## config.mk

```make
export PLATFORM = sky130hd
export DESIGN_NAME = asend_mc_fsm_flat
export DESIGN_NICKNAME = d
export VERILOG_FILES = /design/src/rtl/asend_mc_fsm_if.sv /design/src/rtl/asend_mc_fsm.sv /design/src/flat_wrapper.sv
export SDC_FILE = /design/constraint.sdc
export NUM_CORES = 1
export LEC_CHECK = 0
export BUFFER_PORTS_ARGS = -buffer_cell sky130_fd_sc_hd__buf_2
export CORE_MARGIN = 3
export CORE_UTILIZATION = 55
export CTS_BUF_LIST = sky130_fd_sc_hd__clkbuf_4 sky130_fd_sc_hd__clkbuf_8
export CTS_CLUSTER_SIZE = 28
export DETAILED_ROUTE_END_ITERATION = 8
export GPL_ROUTABILITY_DRIVEN = 0
export PLACE_DENSITY_LB_ADDON = 0.3
export SETUP_SLACK_MARGIN = 0.1
export SYNTH_ARGS = -nofsm -noshare
export SYNTH_HDL_FRONTEND = slang
export SYNTH_SLANG_ARGS = --single-unit
```

## constraint.sdc

```tcl
create_clock -name aclk -period 2.5 [get_ports aclk]
set_clock_uncertainty 0.1 [all_clocks]
set_input_delay 0.5 -clock aclk [delete_from_list [all_inputs] [get_ports aclk]]
set_output_delay 0.5 -clock aclk [all_outputs]
set_load 0.02 [all_outputs]
```

## src/rtl/asend_mc_fsm_if.sv

```systemverilog
//------------------------------------------------------------------------------
// asend_mc_fsm_if
//   Bundle of the sender-channel and shared-link signals of asend_mc_fsm.
//   Revision: 1.0
//
//   Signals
//     asend      per-channel send strobe            (env -> fsm)
//     adata      per-channel payload, CH*DW packed  (env -> fsm)
//     aready     per-channel idle flag              (fsm -> env)
//     aerr       per-channel sticky abort flag      (fsm -> env)
//     link_req   four-phase request                 (fsm -> link)
//     link_data  payload of the granted channel     (fsm -> link)
//     link_ch    index of the granted channel       (fsm -> link)
//     link_ack   four-phase acknowledge             (link -> fsm)
//
//   Modports
//     master  environment side (senders plus link responder)
//     slave   the arbitrating FSM
//------------------------------------------------------------------------------
`default_nettype none

interface asend_mc_fsm_if #(
  parameter int CH = 4,
  parameter int DW = 8
);
  localparam int CW = $clog2(CH);

  logic [CH-1:0]    asend;
  logic [CH*DW-1:0] adata;
  logic [CH-1:0]    aready;
  logic [CH-1:0]    aerr;
  logic             link_req;
  logic [DW-1:0]    link_data;
  logic [CW-1:0]    link_ch;
  logic             link_ack;

  modport master (
    output asend, adata, link_ack,
    input  aready, aerr, link_req, link_data, link_ch
  );

  modport slave (
    input  asend, adata, link_ack,
    output aready, aerr, link_req, link_data, link_ch
  );
endinterface

`default_nettype wire

```

## src/rtl/asend_mc_fsm.sv

```systemverilog
//------------------------------------------------------------------------------
// asend_mc_fsm
//   CH independent sender channels each capture a payload on asend and stay
//   busy (aready low) until their payload has been moved over one shared
//   four-phase req/ack link. A round-robin arbiter picks the next pending
//   channel. A request without acknowledge for TIMEOUT cycles is withdrawn
//   and retried up to MAX_RETRY times; after that the transfer is aborted and
//   the channel's sticky aerr flag is raised.
//   Revision: 1.0
//
//   Ports
//     aclk    clock, rising edge
//     arst_n  asynchronous active-low reset
//     bus     asend_mc_fsm_if.slave (channel strobes/data/ready/err, link)
//------------------------------------------------------------------------------
`default_nettype none

module asend_mc_fsm #(
  parameter int CH        = 4,
  parameter int DW        = 8,
  parameter int TIMEOUT   = 15,
  parameter int MAX_RETRY = 3
) (
  input  wire logic     aclk,
  input  wire logic     arst_n,
  asend_mc_fsm_if.slave bus
);

  localparam int CW = $clog2(CH);
  // Timeout counter only has to reach TIMEOUT-1.
  localparam int TW = (TIMEOUT > 1) ? $clog2(TIMEOUT) : 1;
  // Retry count reaches MAX_RETRY+1 on the attempt that triggers the abort.
  localparam int RW = $clog2(MAX_RETRY + 2);

  localparam logic [TW-1:0] TO_LAST   = TW'((TIMEOUT > 0) ? TIMEOUT - 1 : 0);
  localparam logic [RW-1:0] RETRY_LIM = RW'(MAX_RETRY);
  localparam logic [CW:0]   CH_W      = (CW+1)'(CH);
  localparam logic [CW-1:0] CH_LAST   = CW'(CH - 1);

  typedef enum logic [1:0] {
    S_IDLE    = 2'd0,
    S_REQ     = 2'd1,
    S_ACKED   = 2'd2,
    S_BACKOFF = 2'd3
  } state_e;

  state_e                 state_q,   state_d;
  logic [CH-1:0]          pending_q, pending_d;
  logic [CH-1:0]          aerr_q,    aerr_d;
  logic [CH-1:0][DW-1:0]  hold_q,    hold_d;
  logic [CW-1:0]          grant_q,   grant_d;
  logic [CW-1:0]          rr_q,      rr_d;
  logic [RW-1:0]          retry_q,   retry_d;
  logic [TW-1:0]          cnt_q,     cnt_d;
  logic                   req_q,     req_d;
  logic [DW-1:0]          data_q,    data_d;

  logic [CW-1:0]          pick_w;
  logic [CW-1:0]          rr_next_w;

  // Round-robin pick: first pending channel at or after rr, wrapping.
  // Scanning from the far end down lets the nearest hit overwrite the rest.
  always_comb begin
    logic [CW:0] idx;
    pick_w = rr_q;
    idx    = '0;
    for (int k = CH - 1; k >= 0; k--) begin
      idx = {1'b0, rr_q} + (CW+1)'(k);
      if (idx >= CH_W) begin
        idx = idx - CH_W;
      end
      if (pending_q[idx[CW-1:0]]) begin
        pick_w = idx[CW-1:0];
      end
    end
  end

  // Pointer moves one past the channel just finished, so it is served last
  // in the next rotation.
  assign rr_next_w = (grant_q == CH_LAST) ? '0 : grant_q + CW'(1);

  always_comb begin
    state_d   = state_q;
    pending_d = pending_q;
    aerr_d    = aerr_q;
    hold_d    = hold_q;
    grant_d   = grant_q;
    rr_d      = rr_q;
    retry_d   = retry_q;
    cnt_d     = cnt_q;
    req_d     = req_q;
    data_d    = data_q;

    // Channel capture; a busy channel ignores its strobe so held data is kept.
    for (int i = 0; i < CH; i++) begin
      if (bus.asend[i] && !pending_q[i]) begin
        hold_d[i]    = bus.adata[i*DW +: DW];
        pending_d[i] = 1'b1;
        aerr_d[i]    = 1'b0;
      end
    end

    // Capture and link completion never target the same channel: a channel
    // under transfer is pending and so cannot accept a new strobe.
    case (state_q)
      S_IDLE: begin
        if (|pending_q) begin
          grant_d = pick_w;
          data_d  = hold_q[pick_w];
          req_d   = 1'b1;
          cnt_d   = '0;
          retry_d = '0;
          state_d = S_REQ;
        end
      end

      S_REQ: begin
        // Ack has priority over a timeout expiring in the same cycle.
        if (bus.link_ack) begin
          req_d   = 1'b0;
          state_d = S_ACKED;
        end else if ((TIMEOUT != 0) && (cnt_q == TO_LAST)) begin
          req_d   = 1'b0;
          retry_d = retry_q + RW'(1);
          state_d = S_BACKOFF;
        end else begin
          cnt_d = cnt_q + TW'(1);
        end
      end

      S_ACKED: begin
        if (!bus.link_ack) begin
          pending_d[grant_q] = 1'b0;
          rr_d               = rr_next_w;
          state_d            = S_IDLE;
        end
      end

      S_BACKOFF: begin
        // Four-phase rule: a late ack must drop before anything else happens;
        // it never counts as a completed transfer.
        if (!bus.link_ack) begin
          if (retry_q <= RETRY_LIM) begin
            req_d   = 1'b1;
            cnt_d   = '0;
            state_d = S_REQ;
          end else begin
            aerr_d[grant_q]    = 1'b1;
            pending_d[grant_q] = 1'b0;
            rr_d               = rr_next_w;
            state_d            = S_IDLE;
          end
        end
      end

      default: begin
        state_d = S_IDLE;
      end
    endcase
  end

  always_ff @(posedge aclk or negedge arst_n) begin
    if (!arst_n) begin
      state_q   <= S_IDLE;
      pending_q <= '0;
      aerr_q    <= '0;
      hold_q    <= '0;
      grant_q   <= '0;
      rr_q      <= '0;
      retry_q   <= '0;
      cnt_q     <= '0;
      req_q     <= 1'b0;
      data_q    <= '0;
    end else begin
      state_q   <= state_d;
      pending_q <= pending_d;
      aerr_q    <= aerr_d;
      hold_q    <= hold_d;
      grant_q   <= grant_d;
      rr_q      <= rr_d;
      retry_q   <= retry_d;
      cnt_q     <= cnt_d;
      req_q     <= req_d;
      data_q    <= data_d;
    end
  end

  // A channel is ready exactly when it has nothing waiting for the link.
  assign bus.aready    = ~pending_q;
  assign bus.aerr      = aerr_q;
  assign bus.link_req  = req_q;
  assign bus.link_data = data_q;
  assign bus.link_ch   = grant_q;

endmodule

`default_nettype wire

```

## src/flat_wrapper.sv

```systemverilog
// flat-port wrapper written by rule: the top's interface ports become plain ports
module asend_mc_fsm_flat 
#(
  parameter int CH        = 4,
  parameter int DW        = 8,
  parameter int TIMEOUT   = 15,
  parameter int MAX_RETRY = 3
)
  (aclk, arst_n, bus_asend, bus_adata, bus_link_ack, bus_aready, bus_aerr, bus_link_req, bus_link_data, bus_link_ch);
  asend_mc_fsm_if #(.CH(CH), .DW(DW)) bus_i ();
  input  wire logic aclk;
  input  wire logic arst_n;
  input wire logic [$bits(bus_i.asend)-1:0] bus_asend;
  input wire logic [$bits(bus_i.adata)-1:0] bus_adata;
  input wire logic [$bits(bus_i.link_ack)-1:0] bus_link_ack;
  output wire logic [$bits(bus_i.aready)-1:0] bus_aready;
  output wire logic [$bits(bus_i.aerr)-1:0] bus_aerr;
  output wire logic [$bits(bus_i.link_req)-1:0] bus_link_req;
  output wire logic [$bits(bus_i.link_data)-1:0] bus_link_data;
  output wire logic [$bits(bus_i.link_ch)-1:0] bus_link_ch;
  assign bus_i.asend = bus_asend;
  assign bus_i.adata = bus_adata;
  assign bus_i.link_ack = bus_link_ack;
  assign bus_aready = bus_i.aready;
  assign bus_aerr = bus_i.aerr;
  assign bus_link_req = bus_i.link_req;
  assign bus_link_data = bus_i.link_data;
  assign bus_link_ch = bus_i.link_ch;
  asend_mc_fsm #(.CH(CH), .DW(DW), .TIMEOUT(TIMEOUT), .MAX_RETRY(MAX_RETRY)) u_core (.aclk(aclk), .arst_n(arst_n), .bus(bus_i));
endmodule
```

==> results.env <==
OUTCOME='finished clean'
DRV_SLEW=0
POST_SYNTH.CELL_AREA_AVG_SQ_UM=11.5
CRITICAL_PATH.MAX_STAGE_DELAY_NS=0.43
TIME_THE_FINAL_WORST_PATH_NEEDS_WITH_I_O_DELAYS_AND_SETUP_NS=2.14
PLACE.PORT_BUFFERS=57
FINAL-HOLD-VIOLATION-COUNT=0
FINALCRITPERIODSHARE=0.856
SYNTHESIS.INSTANCES=263
REGAREA_SQ_UM=1550
WORSTSETUPENDPOINTTYPE='register'
MAIN_AREA_CONTRIBUTORS_AFTER_SYNTHESIS='sky130_fd_sc_hd__dfrtp_1 51%, sky130_fd_sc_hd__mux2_2 13%, sky130_fd_sc_hd__ha_1 3.3%'
TIMING.MAX_CAP.VIOLATIONS=0
CRIT_SLOWEST_CELL='sky130_fd_sc_hd__nor2b_1'
SETUP_VIOL=0
CTS_SETUP_BUFFERS=0
FP.COREAREA_SQ_UM=5200
GR-USAGE-ALL-LAYERS=0.229
DIE_X_MICRONS=80.0
FIRST_PASS_ITERATION_COUNT_OF_THE_DETAILED_ROUTER=4
CLK_ROOT_BUFFER_CELL='sky130_fd_sc_hd__clkbuf_8'
LARGEST_NET_DEGREE_AT_THE_START_OF_GLOBAL_ROUTING=35
POST_SYNTH_INSTANCE_AREA_SQ_UM=3020
HTREEDEPTH=3
COUNT_OF_NETS_LEFT_WITH_ANTENNA_VIOLATIONS_AFTER_DETAIL_ROUTING=0
CTS_MAX_PATH_BUFFERS=2
VIA_COUNT=2349
STARTPOINT_TYPE='register'
DP_HPWL_MICRONS=4770
WORST_HOLD_PATH_TYPE='primary input to async pin'
POWER_DENSITY_nW_PER_UM2=1260
RRSETUPSLACK_NS=0.36
PIN_COUNT=58
LAYOUT.FILLER_CELLS=386
DIE_Y_MICRONS=80.0
ROWS=26
FRACTION_OF_THE_YOSYS_AREA_TAKEN_BY_SEQUENTIAL_CELLS=0.515
GRT_PASS1_WL_MICRONS=11100
POST-ROUTE-CELL-AREA_SQ_UM=3710
GLOBALROUTE.TOTALOVERFLOW=0
MOST_FREQUENTLY_USED_FLOP_MASTER_AFTER_SYNTHESIS='sky130_fd_sc_hd__dfrtp_1'
ROUTED_WIRELENGTH_MICRONS=6650
AREA.GROWTH.SYNTH_TO_FINAL_PCT=23.0
WORST_IR_DROP_VDD_uV=642
FINAL_NET_COUNT=381
YOSYS.CELL_TYPES.COUNT=44
ANTENNA_CELLS=0
VIA_COUNT_OF_THE_FIRST_GLOBAL_ROUTING_PASS=2324
START_UTIL=0.579
POST_SYNTHESIS_NET_COUNT=310
SYNTH.MOST_COMMON_CELL='sky130_fd_sc_hd__dfrtp_1'
TIMING.SETUP.TNS_NS=0
DRIVE_GT1_FRAC=0.378
ENDPOINT_REQUIRED_TIME_ON_THE_CRITICAL_PATH_NS=2.62
CTS_TREE='yes'
WORST-ENDPOINT-ARRIVAL_NS=2.26
PORTION_OF_SYNTHESIZED_CELL_AREA_OCCUPIED_BY_THE_LEADING_CELL_TYPE=0.515
NUMBER_OF_VIOLATIONS_REPORTED_AT_THE_END_OF_DETAILED_ROUTING_ITERATION_0=159
CTS_SINKS=62
VIA_PER_INST=5.74
CRIT_FANOUT=6
MAXCLOCKFREQUENCY_MHz=467
WORST_SETUP_HOLD_PATH_CLK_SLEW_NS=0.07
SETUP_REPAIR_AFTER_GLOBAL_ROUTING_MISSED_ITS_MARGIN='false'
CRITICAL_PATH.CELL_CHAIN='ha_1, ha_1, o21ai_0, nor2b_1, mux2_2'
SETUP.WORST_PATH.CLASS='register to register'
CTS_BUF_COUNT=9
SYNTH_EDF_COUNT=0
CTS_HOLD_BUF=0
DRC_ERRORS=0
ASYNCSETRESETFLOPFRACSYNTH=1.00
CTS-RESIZED-GATES=0
CRITICAL-PATH-TOP-CELL-BY-COUNT='sky130_fd_sc_hd__ha_1'
SYNTH.LARGEST_AREA_CELL='sky130_fd_sc_hd__dfrtp_1'
POSTPLACECELLAREA_SQ_UM=3440
SLEW-LIMIT-HEADROOM=0.630
INITIAL_ANTENNA_VIOLATION_COUNT=0
WORST-SLEW-PIN-TRANSITION_NS=0.551
P_LEAK_nW=1.74
YS_FF_LATCH=62
CLOCK_LATENCY_LATE_SINK_NS=0.33
ROUTE.DETAILED.WL_PER_INST_MICRONS=16.3
FIN_WORST_HOLD_SLACK_NS=0.0715
DESIGN.DIE.AREA_SQ_UM=6410
WARNINGS_FROM_YOSYS=0
SYNTHTOPCELLSBYCOUNT='62 x sky130_fd_sc_hd__dfrtp_1, 34 x sky130_fd_sc_hd__mux2_2, 20 x sky130_fd_sc_hd__o21ai_0'
MULTI_INPUT_AREA_SQ_UM=1360
-- logic make-up (layout without fill, tap and decap cells) --
group,after synthesis,in the layout,share of synthesized area
buf+inv,25,101,0.0340
flops,62,62,0.515
fa+ha+maj,8,8,0.0332
mux,43,43,0.160
compound gates,64,64,0.152
simple gates,61,61,0.107
-- flip-flops by register name, indices dropped and copies added (netlist names), 2 cells and up --
register	count
u_core.retry_q	3
u_core.rr_q	2
u_core.pending_q	4
u_core.state_q	2
u_core.bus.link_data	8
u_core.bus.aerr	4
u_core.bus.link_ch	2
u_core.cnt_q	4
u_core.hold_q	32
-- final timing paths --
kind / startpoint / end / depth (start not counted)
setup / recovery: u_core.retry_q[0] / u_core.rr_q[0] / 5
hold / removal: arst_n / u_core.bus.aerr[2] / 2
setup reg to reg: u_core.retry_q[0] / u_core.rr_q[0] / 5
hold reg to reg: u_core.hold_q[26] / u_core.hold_q[26] / 1
max in group asynchronous: arst_n / u_core.hold_q[28] / 2
min in group aclk: bus_adata[27] / u_core.hold_q[27] / 3
-- per-layer routing --
metal	GRT usage	share of wire	vias to the layer above
met1	0.309	0.44	1180
met3	0.0418	0.048	6
met4	0.0861	0.0089	0
met2	0.368	0.50	65
met5	0	0	-
li1	-	-	1098
-- critical path, delay by kind of cell (launching register included) --
kind / cells / cell delay (ns)
muxes: 1 / 0.39
adders and majority gates: 2 / 0.46
AOI/OAI and AO/OA: 1 / 0.23
and+or+nand+nor: 1 / 0.43
DFF: 1 / 0.42
-- area by class of cell --
type	instances	share of cell area
Sequential cell	62	0.418
Multi-Input combinational cell	176	0.367
Timing Repair Buffer	70	0.103
Clock buffer	10	0.0371
Clock inverter	6	0.0358
Tap cell	70	0.0236
Inverter	15	0.0152
-- cells in the final DEF, fill, tap and decap left out, drive strengths merged, types with 2 or more instances in the layout --
| master | instances |
|---|---|
| ha | 8 |
| o21a | 2 |
| nand2 | 10 |
| a211oi | 11 |
| nor2 | 19 |
| nand2b | 2 |
| clkbuf | 10 |
| a21o | 3 |
| a221o | 7 |
| dfrtp | 62 |
| a21oi | 8 |
| and2b | 2 |
| nor4 | 2 |
| mux2 | 41 |
| o21ai | 21 |
| buf | 70 |
| nor2b | 7 |
| inv | 15 |
| mux2i | 2 |
| bufinv | 4 |
| nand3 | 9 |
| a2111oi | 2 |
| nor3 | 5 |
-- through the flow --
step | utilization | total power, mW | setup WS [ns] | cells
after CTS | 0.713 | 4.69 | 0.357 | 409
after global routing | 0.713 | 4.99 | 0.165 | 409
after global placement | 0.661 | 3.41 | 0.416 | 393
final | 0.713 | 4.68 | 0.360 | 409
after floorplan | - | 2.96 | 0.435 | 263
after detailed placement | 0.661 | 3.49 | 0.366 | 393
-- where the power goes --
part           switching, mW  internal (mW)  total [mW]
logic                  0.860          0.802        1.66
clock network          0.393          0.789        1.18
registers              0.373           1.46        1.83
No activity file was read; power rests on OpenSTA's default activity.
